--- config.mk ---
export PLATFORM = sky130hd
export DESIGN_NAME = cdb_arbiter_flat
export DESIGN_NICKNAME = d
export VERILOG_FILES = /design/src/rtl/cdb_if.sv /design/src/rtl/cdb_arbiter.sv /design/src/flat_wrapper.sv
export SDC_FILE = /design/constraint.sdc
export NUM_CORES = 1
export LEC_CHECK = 0
export BUFFER_PORTS_ARGS = -buffer_cell sky130_fd_sc_hd__buf_4
export CORE_UTILIZATION = 46
export CTS_CLUSTER_DIAMETER = 30
export DETAILED_ROUTE_END_ITERATION = 7
export HOLD_SLACK_MARGIN = 0.05
export PLACE_DENSITY = 0.86
export SLEW_MARGIN = 20
export SYNTH_ARGS = -nofsm -noshare
export SYNTH_HDL_FRONTEND = slang
export SYNTH_SLANG_ARGS = --single-unit
--- constraint.sdc ---
create_clock -name clk -period 6.75 [get_ports clk]
set_input_delay 1.0125 -clock clk [delete_from_list [all_inputs] [get_ports clk]]
set_output_delay 1.0125 -clock clk [all_outputs]
set_load 0.02 [all_outputs]
--- src/rtl/cdb_if.sv ---
// Common Data Bus bundle: per-unit result requests in, one-hot grant and registered broadcast out.
interface cdb_if #(
  parameter int unsigned NUM_UNITS = 3,
  parameter int unsigned TAG_W     = 4,
  parameter int unsigned DATA_W    = 32
);
  logic [NUM_UNITS-1:0]        req;
  logic [NUM_UNITS*TAG_W-1:0]  req_tag;
  logic [NUM_UNITS*DATA_W-1:0] req_data;
  logic [NUM_UNITS-1:0]        grant;
  logic                        cdb_valid;
  logic [TAG_W-1:0]            cdb_tag;
  logic [DATA_W-1:0]           cdb_data;

  // Functional units drive requests and snoop grant/CDB.
  modport master (
    output req, req_tag, req_data,
    input  grant, cdb_valid, cdb_tag, cdb_data
  );

  // Arbiter consumes requests and owns grant/CDB.
  modport slave (
    input  req, req_tag, req_data,
    output grant, cdb_valid, cdb_tag, cdb_data
  );
endinterface

--- src/rtl/cdb_arbiter.sv ---
// Round-robin CDB arbiter: grants one finished functional unit per cycle and
// broadcasts its tag/result on a registered bus one cycle later.
module cdb_arbiter #(
  parameter int unsigned NUM_UNITS = 3,
  parameter int unsigned TAG_W     = 4,
  parameter int unsigned DATA_W    = 32
) (
  input  logic   clk,
  input  logic   rst_n,
  input  logic   flush,
  cdb_if.slave   bus
);

  localparam int unsigned PTR_W = (NUM_UNITS > 1) ? $clog2(NUM_UNITS) : 1;

  logic [PTR_W-1:0]     r_prio_ptr;
  logic                 r_cdb_valid;
  logic [TAG_W-1:0]     r_cdb_tag;
  logic [DATA_W-1:0]    r_cdb_data;

  logic                 w_found;
  logic                 w_fire;
  logic [PTR_W-1:0]     w_winner;
  logic [PTR_W-1:0]     w_next_ptr;
  logic [NUM_UNITS-1:0] w_grant;
  logic [TAG_W-1:0]     w_tags  [NUM_UNITS];
  logic [DATA_W-1:0]    w_datas [NUM_UNITS];

  for (genvar g = 0; g < NUM_UNITS; g++) begin : g_unpack
    assign w_tags[g]  = bus.req_tag[g*TAG_W +: TAG_W];
    assign w_datas[g] = bus.req_data[g*DATA_W +: DATA_W];
  end

  // First requester at or after the priority pointer, wrapping modulo NUM_UNITS.
  always_comb begin
    int unsigned idx;
    w_found  = 1'b0;
    w_winner = '0;
    idx      = 0;
    for (int unsigned k = 0; k < NUM_UNITS; k++) begin
      idx = (32'(r_prio_ptr) + k) % NUM_UNITS;
      if (!w_found && bus.req[PTR_W'(idx)]) begin
        w_found  = 1'b1;
        w_winner = PTR_W'(idx);
      end
    end
  end

  // Reset and flush suppress the grant while leaving requests pending.
  assign w_fire     = w_found && rst_n && !flush;
  assign w_grant    = w_fire ? (NUM_UNITS'(1) << w_winner) : '0;
  assign w_next_ptr = (32'(w_winner) == NUM_UNITS - 1) ? '0 : w_winner + PTR_W'(1);

  always_ff @(posedge clk) begin
    if (!rst_n) begin
      r_prio_ptr  <= '0;
      r_cdb_valid <= 1'b0;
      r_cdb_tag   <= '0;
      r_cdb_data  <= '0;
    end else begin
      r_cdb_valid <= w_fire;
      if (w_fire) begin
        r_prio_ptr <= w_next_ptr;
        r_cdb_tag  <= w_tags[w_winner];
        r_cdb_data <= w_datas[w_winner];
      end
    end
  end

  assign bus.grant     = w_grant;
  assign bus.cdb_valid = r_cdb_valid;
  assign bus.cdb_tag   = r_cdb_tag;
  assign bus.cdb_data  = r_cdb_data;

  a_grant_onehot: assert property (@(posedge clk) $onehot0(w_grant));
  a_grant_blocked: assert property (@(posedge clk) (!rst_n || flush) |-> (w_grant == '0));

endmodule
--- src/flat_wrapper.sv ---
// flat-port wrapper written by rule: the top's interface ports become plain ports
module cdb_arbiter_flat 
#(
  parameter int unsigned NUM_UNITS = 3,
  parameter int unsigned TAG_W     = 4,
  parameter int unsigned DATA_W    = 32
)
  (clk, rst_n, flush, bus_req, bus_req_tag, bus_req_data, bus_grant, bus_cdb_valid, bus_cdb_tag, bus_cdb_data);
  cdb_if #(.NUM_UNITS(NUM_UNITS), .TAG_W(TAG_W), .DATA_W(DATA_W)) bus_i ();
  input  logic clk;
  input  logic rst_n;
  input  logic flush;
  input wire logic [$bits(bus_i.req)-1:0] bus_req;
  input wire logic [$bits(bus_i.req_tag)-1:0] bus_req_tag;
  input wire logic [$bits(bus_i.req_data)-1:0] bus_req_data;
  output wire logic [$bits(bus_i.grant)-1:0] bus_grant;
  output wire logic [$bits(bus_i.cdb_valid)-1:0] bus_cdb_valid;
  output wire logic [$bits(bus_i.cdb_tag)-1:0] bus_cdb_tag;
  output wire logic [$bits(bus_i.cdb_data)-1:0] bus_cdb_data;
  assign bus_i.req = bus_req;
  assign bus_i.req_tag = bus_req_tag;
  assign bus_i.req_data = bus_req_data;
  assign bus_grant = bus_i.grant;
  assign bus_cdb_valid = bus_i.cdb_valid;
  assign bus_cdb_tag = bus_i.cdb_tag;
  assign bus_cdb_data = bus_i.cdb_data;
  cdb_arbiter #(.NUM_UNITS(NUM_UNITS), .TAG_W(TAG_W), .DATA_W(DATA_W)) u_core (.clk(clk), .rst_n(rst_n), .flush(flush), .bus(bus_i));
endmodule
==> metrics.md <==
| Metric | Value |
|---|---|
| Total global-route track usage | 28.1% |
| CORE AREA | 0.00482 sq mm |
| Ys flop type | dfxtp_1 |
| Final wirelength | 8090 um |
| Clock Power Share | 19.2% |
| Clk_skew | 0.0134 ns |
| Flops & latches, synth | 39 |
| Clk sinks | 39 |
| Detailed-placement wirelength estimate | 5510 um |
| Worst slew margin relative to its limit | 40.5% |
| Vias in the first global route | 2542 |
| Area share of the largest cell type after synthesis | 33.1% |
| Area leader, netlist | dfxtp_1 |
| Least-Margin Pin Slew | 0.891 ns |
| Period utilization | 64.9% |
| Die ar. | 0.00542 sq mm |
| # port buffers | 153 |
| CTS tree | yes |
| GRT overflow | 0 |
| CP Buf/Inv Count | 3 |
| Global-route wire length before repair | 11800 um |
| Unrepaired setup endpoints after global routing | false |
| Critical path class | flip-flop to output pin |
| Yosys Warn Count | 0 |
| CTS Hold Bufs | 0 |
| Setup TNS | 0 ns |
| Fmax | 228 MHz |
| HP Class | flip-flop to flip-flop |
| Count of distinct cell types in the synthesized netlist | 31 |
| Max-cap violations | 0 |
| Number of cells after detailed placement | 454 |
| Switching part of the total power | 38.1% |
| Vias | 2926 |
| Mean Syn Cell Area | 8.81 sq um |
| Required @ worst endpoint | 5.74 ns |
| Met3 WL post-DR | 686 um |
| FFs w/ async S/R, synth | 0% |
| Part of the power in combinational logic | 43.2% |
| Wl on met1 | 3350 um |
| Crit path max-delay family | simple AND/OR/NAND/NOR gates |
| Setup Fix Bufs, Post-CTS | 0 |
| Cells after Synth | 268 |
| Starting Density | 49.0% |
| Worst setup SP type | flip-flop |
| 1st-iter DRT viols | 177 |
| Number of placed I/O pins | 154 |
| Layout Cells excl Fill | 460 |
| Peak supply drop | 128 uV |
| Seq/Total Area, Yosys | 33.1% |
| Hold Vio Cnt, Final | 0 |
| Clock latency on the worst-skew pair | 0.28 ns |
| Slowest stage delay, CP | 0.70 ns |
| Fin crit period | 4.38 ns |
| Sequential power share | 37.6% |
| Layout Cell Area excl Fill | 0.00358 sq mm |
| Row count | 25 |
| Crit-path max FO | 38 |
| Hold_ws | 0.487 ns |
| Layout cells sized above 1 | 43.8% |
| Leakage power | 1.41 nW |
| Total power draw | 0.000764 W |
| Crit-path most repeated cell | buf_4 |
| Number of synthesized flops with an enable pin | 0 |
| Leading post-synthesis cells by cell area | dfxtp_1, a32oi_1, o2111ai_1 |
| Root buf cell | clkbuf_8 |
| P_int | 0.000473 W |
| Placed Area | 0.00350 sq mm |
| Worst Path Arrival | 3.37 ns |
| H-tree depth | 2 |
| Worst path slowest cell | or2_2 |
| Antenna violations before repair | 0 |
| Status | complete, no violations |
| Pwr Density | 213 mW/mm^2 |
| Critical Path, Cell by Cell | inv_1 > ha_1 > mux2i_1 > o22ai_2 > nor4b_4 > buf_4 > or2_2 > nor2b_1 > buf_4 |
| Slew Viols, Final | 0 |
| Top sig layer | met4 |
| Vias per cell | 6.36 |
| Routability cong. | 0.763 |
| Net Count, Synth | 385 |
| CTS max path bufs | 2 |
| Residual DRC | 0 |
| Antenna Violating Nets Remaining | 0 |
| First-pass detailed-route iteration total | 5 |
| Routed wire per std cell | 17.6 um |
| # setup viols final | 0 |
| CP Capture Type | output pin |
| Worst-path clk slew | 0.06 ns |
| CTS Buf Count | 5 |
| Synthesized cell area | 0.00236 sq mm |
| Post_cts resized | 0 |
| P&R area growth vs syn | 51.6% |
| Net Sw Power | 0.000291 W |
| WL met2 | 3920 um |
| DIE HEIGHT | 73.6 um |
| Largest net degree at the start of global routing | 74 |
| Nets | 511 |
| Die width | 73.6 um |
| Antenna diodes | 0 |
[cells in the mapped netlist (2+ instances only)]
cell type  number
a32oi_1        37
nand2_1         7
a21oi_1         2
buf_4           3
o2111ai_1      36
dfxtp_1        39
mux2i_1         3
inv_1           5
buf_2          12
o211ai_1       36
nand3_1        36
nor2_1          2
o21ai_1         2
nor2b_1         3
ha_1            3
o21a_1          3
clkbuf_1       25
[per-stage QoR]
step	util, %	worst slack (ns)
floorplan	-	3.33
global placement	72.7	2.54
detailed placement	72.7	2.46
CTS	74.3	2.41
global route	74.3	2.18
finish	74.3	2.37
[cells in the final DEF (no fill, tap or decap), types with 2 or more instances in the layout]
| cell | instances |
|---|---|
| buf_4 | 159 |
| dfxtp_1 | 39 |
| a32oi_1 | 37 |
| nand3_1 | 36 |
| o2111ai_1 | 36 |
| o211ai_1 | 36 |
| nand2_1 | 7 |
| inv_1 | 5 |
| clkbuf_8 | 5 |
| nor2b_1 | 3 |
| o21a_1 | 3 |
| mux2i_1 | 3 |
| ha_1 | 3 |
| a21oi_1 | 2 |
| o21ai_1 | 2 |
[power groups by stage]
stage | Combinational [W] | Clock, W | Sequential [W]
final | 0.000330 | 0.000147 | 0.000287
after global routing | 0.000351 | 0.000157 | 0.000291
after CTS | 0.000327 | 0.000148 | 0.000287
after detailed placement | 0.000327 | 0 | 0.000291
after global placement | 0.000322 | 0 | 0.000291
after floorplan | 0.000145 | 0 | 0.000331
[cells by family (layout without fill, tap and decap cells)]
kind of cell / after synthesis / after routing / synth area share, %
compound gates: 124 / 124 / 43.5
fa+ha+maj: 3 / 3 / 1.59
flops: 39 / 39 / 33.1
simple gates: 54 / 54 / 12.3
mux: 3 / 3 / 1.27
buf+inv: 45 / 170 / 8.27
[final timing paths]
path / startpoint / to / slack, ns / depth (start not counted)
worst max-delay path: u_core.r_prio_ptr[0] / bus_grant[1] / 2.37 / 9
worst min-delay path: u_core.bus.cdb_data[21] / u_core.bus.cdb_data[21] / 0.49 / 2
worst max register to register: u_core.r_prio_ptr[0] / u_core.bus.cdb_data[3] / 3.69 / 8
worst min register to register: u_core.bus.cdb_data[21] / u_core.bus.cdb_data[21] / 0.49 / 2
[worst min-delay path: stages (launching register included)]
cell and delay (ns):
dfxtp_1 0.33, a32oi_1 0.06, o211ai_1 0.07
[flip-flops by register name, summed over array words and instances, names as in the netlist]
name and count:
u_core.r_prio_ptr 2, u_core.bus.cdb_data 32, u_core.bus.cdb_tag 4, u_core.bus.cdb_valid 1
[layout make-up]
| cell class | instances | area, sq um |
|---|---|---|
| Clock inverter | 1 | 7.51 |
| Fill cell | 397 | 1240 |
| Inverter | 5 | 18.8 |
| Multi-Input combinational cell | 184 | 1430 |
| Clock buffer | 5 | 68.8 |
| Sequential cell | 39 | 781 |
| Tap cell | 67 | 83.8 |
| Timing Repair Buffer | 159 | 1190 |
[layer usage]
metal  up-vias  GRT usage, %
met5         -             0
met4         0          8.76
met3        12          5.35
met2       164          46.5
met1      1366          36.7
li1       1384             -
(Power assumes the default switching activity.)
